==> config.mk <==
export PLATFORM = sky130hd
export DESIGN_NAME = md_pad6
export DESIGN_NICKNAME = d
export VERILOG_FILES = /design/src/rtl/md_pad6.sv
export SDC_FILE = /design/constraint.sdc
export NUM_CORES = 1
export LEC_CHECK = 0
export ABC_AREA = 1
export ABC_CLOCK_PERIOD_IN_PS = 1400
export BUFFER_PORTS_ARGS = -buffer_cell sky130_fd_sc_hd__buf_4
export CAP_MARGIN = 20
export CORE_AREA = 3 3 40 42
export CTS_CLUSTER_DIAMETER = 50
export CTS_CLUSTER_SIZE = 40
export DETAILED_ROUTE_END_ITERATION = 8
export DIE_AREA = 0 0 43 45
export SYNTH_ARGS = -nofsm -noshare
export SYNTH_HDL_FRONTEND = slang
export SYNTH_SLANG_ARGS = --single-unit
==> constraint.sdc <==
create_clock -name MCLK -period 1.4 [get_ports MCLK]
set_clock_uncertainty 0.2 [all_clocks]
set_input_delay 0.14 -clock MCLK [delete_from_list [all_inputs] [get_ports MCLK]]
set_output_delay 0.14 -clock MCLK [all_outputs]
set_load 0.03 [all_outputs]
==> src/rtl/md_pad6.sv <==
// md_pad6: Mega Drive joypad on port A, MCLK domain, registered pin levels back to the I/O controller.
// Build option MD_PAD_SIX_BUTTON_EN adds the 6-button TH phase counter and idle timeout.
module md_pad6 #(
   parameter int unsigned TIMEOUT = 80000
) (
   input  logic        MCLK,
   input  logic        ext_reset,
   input  logic [6:0]  PA_o,
   input  logic [6:0]  PA_d,
   input  logic [11:0] buttons,
   output logic [6:0]  PA_i
);

   logic       w_th;
   logic [2:0] w_l;
   logic [5:0] w_p;
   logic [6:0] w_pa_nxt;

   if (TIMEOUT > 32'h0001_ffff) begin : g_timeout_range
      $error("TIMEOUT does not fit the 17-bit idle counter");
   end

   // A released TH pin floats high through the pad pull-up.
   assign w_th = PA_d[6] | PA_o[6];

`ifdef MD_PAD_SIX_BUTTON_EN
   localparam logic [16:0] C_TIMEOUT = 17'(TIMEOUT);

   logic        r_th_q;
   logic        w_fall;
   logic        w_rise;
   logic [16:0] r_idle;
   logic [16:0] w_idle_nxt;
   logic [2:0]  r_l;
   logic [2:0]  w_l_nxt;

   assign w_fall = r_th_q & ~w_th;
   assign w_rise = ~r_th_q & w_th;

   // A TH edge takes priority over a timeout landing in the same cycle.
   always_comb begin
      w_idle_nxt = r_idle;
      w_l_nxt    = r_l;
      if (w_fall || w_rise) begin
         w_idle_nxt = '0;
         if (w_fall) begin
            w_l_nxt = (r_l == 3'd4) ? 3'd0 : r_l + 3'd1;
         end
      end else begin
         if (r_idle < C_TIMEOUT) begin
            w_idle_nxt = r_idle + 17'd1;
         end
         if (w_idle_nxt == C_TIMEOUT) begin
            w_l_nxt = '0;
         end
      end
   end

   always_ff @(posedge MCLK or posedge ext_reset) begin
      if (ext_reset) begin
         r_th_q <= 1'b1;
         r_idle <= '0;
         r_l    <= '0;
      end else begin
         r_th_q <= w_th;
         r_idle <= w_idle_nxt;
         r_l    <= w_l_nxt;
      end
   end

   // The pad mux looks at the phase as it will be after this cycle's edge.
   assign w_l = w_l_nxt;
`else
   assign w_l = 3'd0;
`endif

   always_comb begin
      w_p = '1;
      if (w_th) begin
         if (w_l == 3'd3) begin
            w_p = ~{buttons[6], buttons[5], buttons[11], buttons[8], buttons[9], buttons[10]};
         end else begin
            w_p = ~{buttons[6], buttons[5], buttons[3], buttons[2], buttons[1], buttons[0]};
         end
      end else begin
         case (w_l)
            3'd3:    w_p = {~buttons[7], ~buttons[4], 4'h0};
            3'd4:    w_p = {~buttons[7], ~buttons[4], 4'hf};
            default: w_p = {~buttons[7], ~buttons[4], 2'b00, ~buttons[1], ~buttons[0]};
         endcase
      end
   end

   assign w_pa_nxt = {w_th, (PA_d[5:0] & w_p) | (~PA_d[5:0] & PA_o[5:0])};

   always_ff @(posedge MCLK or posedge ext_reset) begin
      if (ext_reset) begin
         PA_i <= 7'h7f;
      end else begin
         PA_i <= w_pa_nxt;
      end
   end

endmodule
==> out/results.ini <==
[status]
status = complete, no violations

[final_layout]
drive_gt1_share_pct = 46.2
mostFrequentLayoutCells = buf_4, dlygate4sd3_1, nand2_1
antennaDiodeCount = 0
nNetsFinal = 122
largest_register_ffs = 7
final_area_um2 = 803
top_register = PA_i
reg_top3 = PA_i: 7 flops
area_growth_pct = 165
layout_commonest_cell = buf_4

[sta]
max_freq_mhz = 800
fin_crit_ns = 1.25
setup_tns_ns = 0
setup_viol = 0
relSlewSlack_pct = 85.0
finalCritPeriodShare_pct = 89.2
rsz0062_at_grt = false
worst_pin_slew_ns = 0.225
whs_ns = 0.387
hold_viol = 0
drv_slew = 0

[global_routing]
grt_max_degree = 8
grt_pass1_wl_mm = 1.79
grt_usage_pct = 13.5
grt_pass1_vias = 447
grt_antenna_before_repair = 0
gr-total-overflow = 0

[place]
postPlaceCellArea_um2 = 547
gp_congestion = 0.613
port_buffers = 30

[floorplan]
start_util_pct = 23.6
fp-row-count = 13
io_pins = 35
die_h_um = 45
die_area_um2 = 1940
core_um2 = 1280
die_w_um = 43

[route]
drt-vias-per-instance = 3.97
drc = 0
routed_wl_mm = 1.01
post_drt_wl_per_cell_um = 9.39
drtIter0Drc = 0
num_vias = 429
ant_nets = 0
drtPass1Iterations = 1

[power_and_ir_drop]
clkPwrFrac_pct = 28.7
leakage_nw = 0.410
p_int_uw = 450
ir_drop_mv = 0.362
p_sw_share_pct = 24.5
power_frac_comb_pct = 32.1
seqPwrFrac_pct = 39.2
power_density_nw_per_um2 = 743
p_sw_uw = 146

[setup_path]
crit_path_max_fanout = 1
worstSetupPathType = reg -> out
cp_slowest_cell = dfstp_2
path_buf_inv = 1
critPathCaptureType = output pin
crit_family = flip-flops
worstPathArrival_ns = 0.91
critPathLaunchType = flip-flop
critPathRequiredTime_ns = 1.06
crit_chain = buf_4
critPathMaxStageDelay_ns = 0.52

[synthesis]
ys_ff_latch = 7
synth_area_um2 = 303
ys_warn_count = 0
syn_area_per_cell_um2 = 8.41
synth-seq-area-share_pct = 60.7
syn_nets = 64
synthCells = 36
synth.distinct_cells = 9

[clock_tree]
h-tree-depth = 1
post_cts_buffers = 0
numClockSinks = 7
clk_pin_slew_ns = 0.05
clockRootBuffer = clkbuf_4
cts_made_buffers = 3
cts_tree = done
cts_resized = 0
clk_path_buf_depth = 2

[worst_hold_path]
hold_path.class = in -> reg

[run]
max_cap_viol_count = 0

[cell type report]
type	count	area, um2
multi-input combinational	22	92.6
tap	15	18.8
timing repair buffer	53	455
inverter	7	26.3
sequential	7	184
clock buffer	4	26.3
fill	106	482
[Yosys cell counts (all sizes together)]
library cell   n  area (um2)
dfstp          7         184
a21oi          2        10.0
o21ai          2        10.0
nor2           5        21.3
nand3          2        10.0
inv            7        26.3
nand2         11        41.3
[tightest hold or removal path: stages]
cell and delay (ns):
dlygate4sd3_1 0.53, buf_4 0.10, o21ai_1 0.05
[timing repair]
| action | in CTS | in global routing |
|---|---|---|
| hold buffers | 23 | 0 |
| hold endpoints to repair | 14 | 0 |
| endpoints found under the setup margin | 0 | 0 |
[per-stage QoR]
step / std cells / setup WS (ns) / total power [mW] / util (%)
6_report: 108 / 0.151 / 0.597 / 62.5
5_1_grt: 108 / 0.106 / 0.646 / 62.5
4_1_cts: 108 / 0.138 / 0.604 / 62.5
3_5_place_dp: 81 / 0.405 / 0.377 / 42.6
3_3_place_gp: 81 / 0.418 / 0.374 / 42.6
2_1_floorplan: 36 / 0.472 / 0.297 / -
[power groups by stage]
stage	logic, mW	clock network (mW)	registers (mW)
final	0.191	0.171	0.234
after global routing	0.209	0.201	0.235
after CTS	0.191	0.180	0.234
after detailed placement	0.140	0	0.237
after global placement	0.139	0	0.236
after floorplan	0.0251	0	0.271
[final timing paths]
path                              startpoint                end  slack (ns)  cells past startpoint
worst max-delay path       PA_i[0]$_DFF_PP1_            PA_i[0]        0.15                      1
worst min-delay path                 PA_d[2]  PA_i[2]$_DFF_PP1_        0.39                      3
max in group asynchronous          ext_reset  PA_i[3]$_DFF_PP1_        0.57                      3
min in group asynchronous          ext_reset  PA_i[6]$_DFF_PP1_        0.41                      3
[cells by family after synthesis]
kind of cell	share of synthesized area [%]
simple gates	24.0
flops	60.7
buf+inv	8.68
compound gates	6.61
[layer usage]
| layer | GRT usage (%) | wire length, um | part of all wire (%) | up-vias |
|---|---|---|---|---|
| li1 | - | - | - | 221 |
| met1 | 11.4 | 323 | 32 | 178 |
| met2 | 23.4 | 521 | 51 | 28 |
| met3 | 7.17 | 156 | 15 | 2 |
| met4 | 10.8 | 12 | 1.2 | 0 |
| met5 | 0 | 0 | 0 | - |
(Power assumes the default switching activity.)
